`src/rtl/uart_tx_if.sv`:
```
// Handshake and serial-line bundle for the uart_tx peripheral.
// The core side drives the request; the transmitter drives line and status.
interface uart_tx_if #(
  parameter int DATA_WIDTH = 8
);
  logic                  i_start;
  logic [DATA_WIDTH-1:0] i_data;
  logic                  o_tx;
  logic                  o_busy;
  logic                  o_done;

  modport master (
    output i_start,
    output i_data,
    input  o_tx,
    input  o_busy,
    input  o_done
  );

  modport slave (
    input  i_start,
    input  i_data,
    output o_tx,
    output o_busy,
    output o_done
  );
endinterface

```
`src/rtl/uart_tx.sv`:
```
// 8N1 UART transmitter: start bit, DATA_WIDTH data bits LSB first, stop bit.
// Line, busy and done are all registered so o_tx only moves on bit boundaries.
module uart_tx #(
  parameter int CLKS_PER_BIT = 434,
  parameter int DATA_WIDTH   = 8
) (
  input  logic     i_clk,
  input  logic     i_rst,
  uart_tx_if.slave bus
);

  localparam int CNT_W = (CLKS_PER_BIT > 1) ? $clog2(CLKS_PER_BIT) : 1;
  localparam int IDX_W = (DATA_WIDTH > 1) ? $clog2(DATA_WIDTH) : 1;

  localparam logic [CNT_W-1:0] CNT_ZERO = CNT_W'(0);
  localparam logic [CNT_W-1:0] CNT_ONE  = CNT_W'(1);
  localparam logic [CNT_W-1:0] CNT_LAST = CNT_W'(CLKS_PER_BIT - 1);
  localparam logic [IDX_W-1:0] IDX_ZERO = IDX_W'(0);
  localparam logic [IDX_W-1:0] IDX_ONE  = IDX_W'(1);
  localparam logic [IDX_W-1:0] IDX_LAST = IDX_W'(DATA_WIDTH - 1);

  localparam logic [1:0] STATE_IDLE  = 2'd0;
  localparam logic [1:0] STATE_START = 2'd1;
  localparam logic [1:0] STATE_DATA  = 2'd2;
  localparam logic [1:0] STATE_STOP  = 2'd3;

  logic [1:0]            state_r;
  logic [1:0]            state_s;
  logic [CNT_W-1:0]      cnt_r;
  logic [CNT_W-1:0]      cnt_s;
  logic [IDX_W-1:0]      idx_r;
  logic [IDX_W-1:0]      idx_s;
  logic [DATA_WIDTH-1:0] shift_r;
  logic [DATA_WIDTH-1:0] shift_s;
  logic                  tx_r;
  logic                  tx_s;
  logic                  busy_r;
  logic                  busy_s;
  logic                  done_r;
  logic                  done_s;
  logic                  bit_end_s;

  // Next-state and next-output computation; outputs are precomputed so the registers drive the pins.
  always_comb begin
    state_s   = state_r;
    cnt_s     = cnt_r;
    idx_s     = idx_r;
    shift_s   = shift_r;
    tx_s      = tx_r;
    busy_s    = busy_r;
    done_s    = 1'b0;
    bit_end_s = (cnt_r == CNT_LAST);

    case (state_r)
      STATE_IDLE: begin
        tx_s   = 1'b1;
        busy_s = 1'b0;
        if (bus.i_start) begin
          shift_s = bus.i_data;
          cnt_s   = CNT_ZERO;
          idx_s   = IDX_ZERO;
          tx_s    = 1'b0;
          busy_s  = 1'b1;
          state_s = STATE_START;
        end else begin
          state_s = STATE_IDLE;
        end
      end

      STATE_START: begin
        if (bit_end_s) begin
          cnt_s   = CNT_ZERO;
          idx_s   = IDX_ZERO;
          tx_s    = shift_r[0];
          state_s = STATE_DATA;
        end else begin
          cnt_s = cnt_r + CNT_ONE;
        end
      end

      STATE_DATA: begin
        if (bit_end_s) begin
          cnt_s   = CNT_ZERO;
          shift_s = {1'b0, shift_r[DATA_WIDTH-1:1]};
          if (idx_r == IDX_LAST) begin
            idx_s   = IDX_ZERO;
            tx_s    = 1'b1;
            state_s = STATE_STOP;
          end else begin
            idx_s = idx_r + IDX_ONE;
            // The next data bit is whatever lands in bit 0 after this shift.
            tx_s  = shift_s[0];
          end
        end else begin
          cnt_s = cnt_r + CNT_ONE;
        end
      end

      STATE_STOP: begin
        if (bit_end_s) begin
          cnt_s   = CNT_ZERO;
          tx_s    = 1'b1;
          busy_s  = 1'b0;
          done_s  = 1'b1;
          state_s = STATE_IDLE;
        end else begin
          cnt_s = cnt_r + CNT_ONE;
        end
      end

      default: begin
        cnt_s   = CNT_ZERO;
        idx_s   = IDX_ZERO;
        tx_s    = 1'b1;
        busy_s  = 1'b0;
        state_s = STATE_IDLE;
      end
    endcase
  end

  // State and output registers with asynchronous abort to an idle-high line.
  always_ff @(posedge i_clk or posedge i_rst) begin
    if (i_rst) begin
      state_r <= STATE_IDLE;
      cnt_r   <= CNT_ZERO;
      idx_r   <= IDX_ZERO;
      shift_r <= {DATA_WIDTH{1'b0}};
      tx_r    <= 1'b1;
      busy_r  <= 1'b0;
      done_r  <= 1'b0;
    end else begin
      state_r <= state_s;
      cnt_r   <= cnt_s;
      idx_r   <= idx_s;
      shift_r <= shift_s;
      tx_r    <= tx_s;
      busy_r  <= busy_s;
      done_r  <= done_s;
    end
  end

  assign bus.o_tx   = tx_r;
  assign bus.o_busy = busy_r;
  assign bus.o_done = done_r;

endmodule

```
`src/flat_wrapper.sv`:
```
// flat-port wrapper written by rule: the top's interface ports become plain ports
module uart_tx_flat 
#(
  parameter int CLKS_PER_BIT = 434,
  parameter int DATA_WIDTH   = 8
)
  (i_clk, i_rst, bus_i_start, bus_i_data, bus_o_tx, bus_o_busy, bus_o_done);
  uart_tx_if #(.DATA_WIDTH(DATA_WIDTH)) bus_i ();
  input  logic i_clk;
  input  logic i_rst;
  input wire logic [$bits(bus_i.i_start)-1:0] bus_i_start;
  input wire logic [$bits(bus_i.i_data)-1:0] bus_i_data;
  output wire logic [$bits(bus_i.o_tx)-1:0] bus_o_tx;
  output wire logic [$bits(bus_i.o_busy)-1:0] bus_o_busy;
  output wire logic [$bits(bus_i.o_done)-1:0] bus_o_done;
  assign bus_i.i_start = bus_i_start;
  assign bus_i.i_data = bus_i_data;
  assign bus_o_tx = bus_i.o_tx;
  assign bus_o_busy = bus_i.o_busy;
  assign bus_o_done = bus_i.o_done;
  uart_tx #(.CLKS_PER_BIT(CLKS_PER_BIT), .DATA_WIDTH(DATA_WIDTH)) u_core (.i_clk(i_clk), .i_rst(i_rst), .bus(bus_i));
endmodule
```
`config.mk`:
```
export PLATFORM = sky130hd
export DESIGN_NAME = uart_tx_flat
export DESIGN_NICKNAME = d
export VERILOG_FILES = /design/src/rtl/uart_tx_if.sv /design/src/rtl/uart_tx.sv /design/src/flat_wrapper.sv
export SDC_FILE = /design/constraint.sdc
export NUM_CORES = 1
export LEC_CHECK = 0
export ABC_AREA = 1
export BUFFER_PORTS_ARGS = -buffer_cell sky130_fd_sc_hd__buf_2
export CAP_MARGIN = 20
export CELL_PAD_IN_SITES_DETAIL_PLACEMENT = 0
export CELL_PAD_IN_SITES_GLOBAL_PLACEMENT = 1
export CORE_UTILIZATION = 35
export DETAILED_ROUTE_END_ITERATION = 12
export GPL_ROUTABILITY_DRIVEN = 0
export GPL_TIMING_DRIVEN = 0
export PLACE_DENSITY = 0.77
export SYNTH_ARGS = -nofsm -noshare
export SYNTH_HDL_FRONTEND = slang
export SYNTH_SLANG_ARGS = --single-unit
export TNS_END_PERCENT = 30
```
`constraint.sdc`:
```
create_clock -name i_clk -period 1.3 [get_ports i_clk]
set_input_delay 0.26 -clock i_clk [delete_from_list [all_inputs] [get_ports i_clk]]
set_output_delay 0.26 -clock i_clk [all_outputs]
set_load 0.01 [all_outputs]
```
==> impl_metrics.toml <==
[final_layout]
area_growth_pct = 30.5
multi_input_area_um2 = 927
fill_cells = 432
layout.nets = 264
seqCellArea_um2 = 631
diodes = 0
layout-drive-gt1-share_pct = 36.1

[synthesis]
synth_top_area_share_pct = 38.0
synth_fp_nets = 226
synth_area_um2 = 1580
ys_types = 26
seq_area_frac_synth_pct = 39.6
netlist_instances = 207
ys_ff_latch = 25
ys_warn_count = 0
avgSynthCellArea_um2 = 7.64
yosys-top-cells-area = "dfrtp_1 (38%), nand2_1 (19%), nand3_1 (7.0%), ha_1 (6.3%), inv_1 (4.3%)"
yosys.area.top_type = "dfrtp_1"

[setup_path]
crit_type = "reg2reg"
crit_buf_inv = 2
path_delay_family = "flip-flops"
worstPathRequired_ps = 1470
crit_path_max_incr_delay_ps = 410
crit_fanout = 8
cp-start-kind = "flip-flop"
path_cells = "inv_2 -> ha_4 -> nand2_8 -> inv_8 -> a21oi_4 -> nand2_4 -> nand2_2 -> nand2_1"
cp_slowest_cell = "dfrtp_2"
crit_arrival_ps = 1560
end_kind = "flip-flop"

[floorplan]
die_x_um = 69.2
fp.coreArea_um2 = 4350
ioPinCount = 14
die_y_um = 69.2
die_area_um2 = 4790
start_util_pct = 36.3
rows = 24

[timing]
setup_violations = 20
final.setup.worst_slack_ps = -88.8
whs_ps = 257
fin_setup_tns_ps = -1100
fin_crit_sh_pct = 107
min_period_ps = 1390
clock.fmax_mhz = 720
final.setup_skew_ps = 5.41
max_slew.worst_pin.slew_ps = 264
hold_violations = 0
rsz0062_at_grt = "true"
timing.slew.headroom_pct = 82.4
report.final.slew_viol_count = 0

[clock_network]
clk_pin_slew_ps = 90
cts_tree = "built"
clock-sinks = 25
clockBufferDepth = 2
cts_root_buffer = "clkbuf_8"
cts_buffers = 3
worst_skew_pair.late_latency_ps = 270
cts_max_level = 1

[global_route]
grt.overflow.total = 0
first_global_vias = 1253
grt_max_degree = 26
grt_pass1_wl_um = 5840
antenna_found_initial = 0
gr-usage-all-layers_pct = 15.2

[run]
drv_cap = 0

[pwr]
power_density_nw_per_um2 = 630
ir_drop_mv = 0.305
power_leakage_nw = 1.08

[route]
routed_wl_um = 3490
drt-pass1-iter-count = 4
ant_nets = 0
first_iter_violations = 87
wl_per_cell_um = 11.8
drc = 0
vias_per_cell = 4.64
via_count = 1372

[placement]
io_buffers = 13
hpwl_um = 2340

[status]
outcome = "finished, violations left"
violations = "setup timing"

[hold_path]
hold_path.class = "in2reg"
## cells in the mapped netlist
master and count:
a21oi_1 1, a21oi_4 1, buf_6 2, clkbuf_8 1
dfrtp_1 24, dfstp_2 1, ha_1 8, inv_1 18
inv_2 4, inv_6 1, nand2_1 80, nand2_2 5
nand2_4 4, nand2_8 2, nand3_1 22, nand3b_1 1
nand4_1 3, nor2_1 12, nor2_2 2, nor2_4 1
o21ai_0 5, o21ai_1 2, o22ai_1 4, or2_2 1
xnor2_1 1, xor2_1 1
## power breakdown
part	leakage [nW]	switching, mW	internal [mW]
Clock	0.0228	0.248	0.219
Combinational	0.739	0.0311	0.0256
Sequential	0.321	0	0.777
Total	1.08	0.279	1.02
## per-layer routing
| metal | GRT usage [%] | routed length [um] | up-vias |
|---|---|---|---|
| li1 | - | - | 725 |
| met1 | 22.9 | 1850 | 628 |
| met2 | 22.1 | 1530 | 14 |
| met3 | 2.03 | 60 | 5 |
| met4 | 5.44 | 54 | 0 |
| met5 | 0 | 0 | - |
## timing repair
action	in CTS	in global routing
endpoints found under the hold margin	0	3
gates cloned	0	0
setup buffers	11	8
resized for setup	15	25
endpoints found under the setup margin	22	24
hold buffers	0	1
pin swaps	10	10
## worst paths after layout
| check | slack, ps | from | depth (start not counted) | endpoint |
|---|---|---|---|---|
| min in group asynchronous | 450 | i_rst | 3 | u_core.cnt_r[5]$_DFFE_PP0P_ |
| worst max-delay path | -90 | u_core.state_r[1]$_DFFE_PP0P_ | 8 | u_core.shift_r[4]$_DFFE_PP0P_ |
| worst min register to register | 480 | u_core.shift_r[6]$_DFFE_PP0P_ | 2 | u_core.shift_r[6]$_DFFE_PP0P_ |
| max in group asynchronous | 380 | i_rst | 4 | u_core.bus.o_tx$_DFFE_PP1P_ |
| worst max register to register | -90 | u_core.state_r[1]$_DFFE_PP0P_ | 8 | u_core.shift_r[4]$_DFFE_PP0P_ |
| worst min-delay path | 260 | bus_i_data[7] | 3 | u_core.shift_r[7]$_DFFE_PP0P_ |
## worst reg2reg max path: cells and delay by family, from the launching register on
family | cells | cell delay (ps)
buf+inv | 2 | 100
fa+ha+maj | 1 | 200
flops | 1 | 410
simple gates | 4 | 370
compound gates | 1 | 220
## cells by family after synthesis
kind of cell / count (synthesis) / synth area share, %
simple gates: 133 / 39.7
fa+ha+maj: 8 / 6.33
xor+xnor: 2 / 1.11
compound gates: 13 / 5.14
buf+inv: 26 / 8.07
flops: 25 / 39.6
## sequential cells by signal, indices dropped and copies added (netlist names)
name,cells
u_core.state_r,2
u_core.bus.o_busy,1
u_core.bus.o_tx,1
u_core.cnt_r,9
u_core.idx_r,3
u_core.bus.o_done,1
u_core.shift_r,8
## layout by cell type (no fill, tap or decap), types with 2 or more instances in the layout
cell type,netlist,final
buf_2,0,13
buf_4,0,14
buf_6,2,5
clkbuf_8,1,4
dfrtp_1,24,21
dfrtp_2,0,3
ha_1,8,2
ha_2,0,4
ha_4,0,2
inv_1,18,12
inv_2,4,9
nand2_1,80,73
nand2_2,5,11
nand2_4,4,4
nand2_8,2,3
nand3_1,22,19
nand3_2,0,3
nand4_1,3,3
nor2_1,12,10
nor2_2,2,3
nor2_4,1,2
o21ai_0,5,5
o21ai_1,2,2
o22ai_1,4,3
## area by class of cell
type	count	share of cell area (%)
Timing Repair Buffer	34	13.2
Buffer	2	1.21
Tap cell	52	3.15
Multi-Input combinational cell	156	44.9
Clock buffer	4	2.18
Sequential cell	25	30.5
Inverter	23	4.79
## through the flow
stage / power, mW / cell area, um^2 / util [%] / cells / worst slack [ps]
2_1_floorplan: 0.815 / 1580 / - / 207 / -89.9
3_3_place_gp: 0.837 / 1710 / 39.4 / 272 / -331
3_5_place_dp: 0.838 / 1710 / 39.4 / 272 / -315
4_1_cts: 1.32 / 1890 / 43.4 / 287 / -170
5_1_grt: 1.37 / 2060 / 47.4 / 296 / -189
6_report: 1.30 / 2060 / 47.4 / 296 / -88.8
Note: power is estimated with default switching activity, not from simulation.
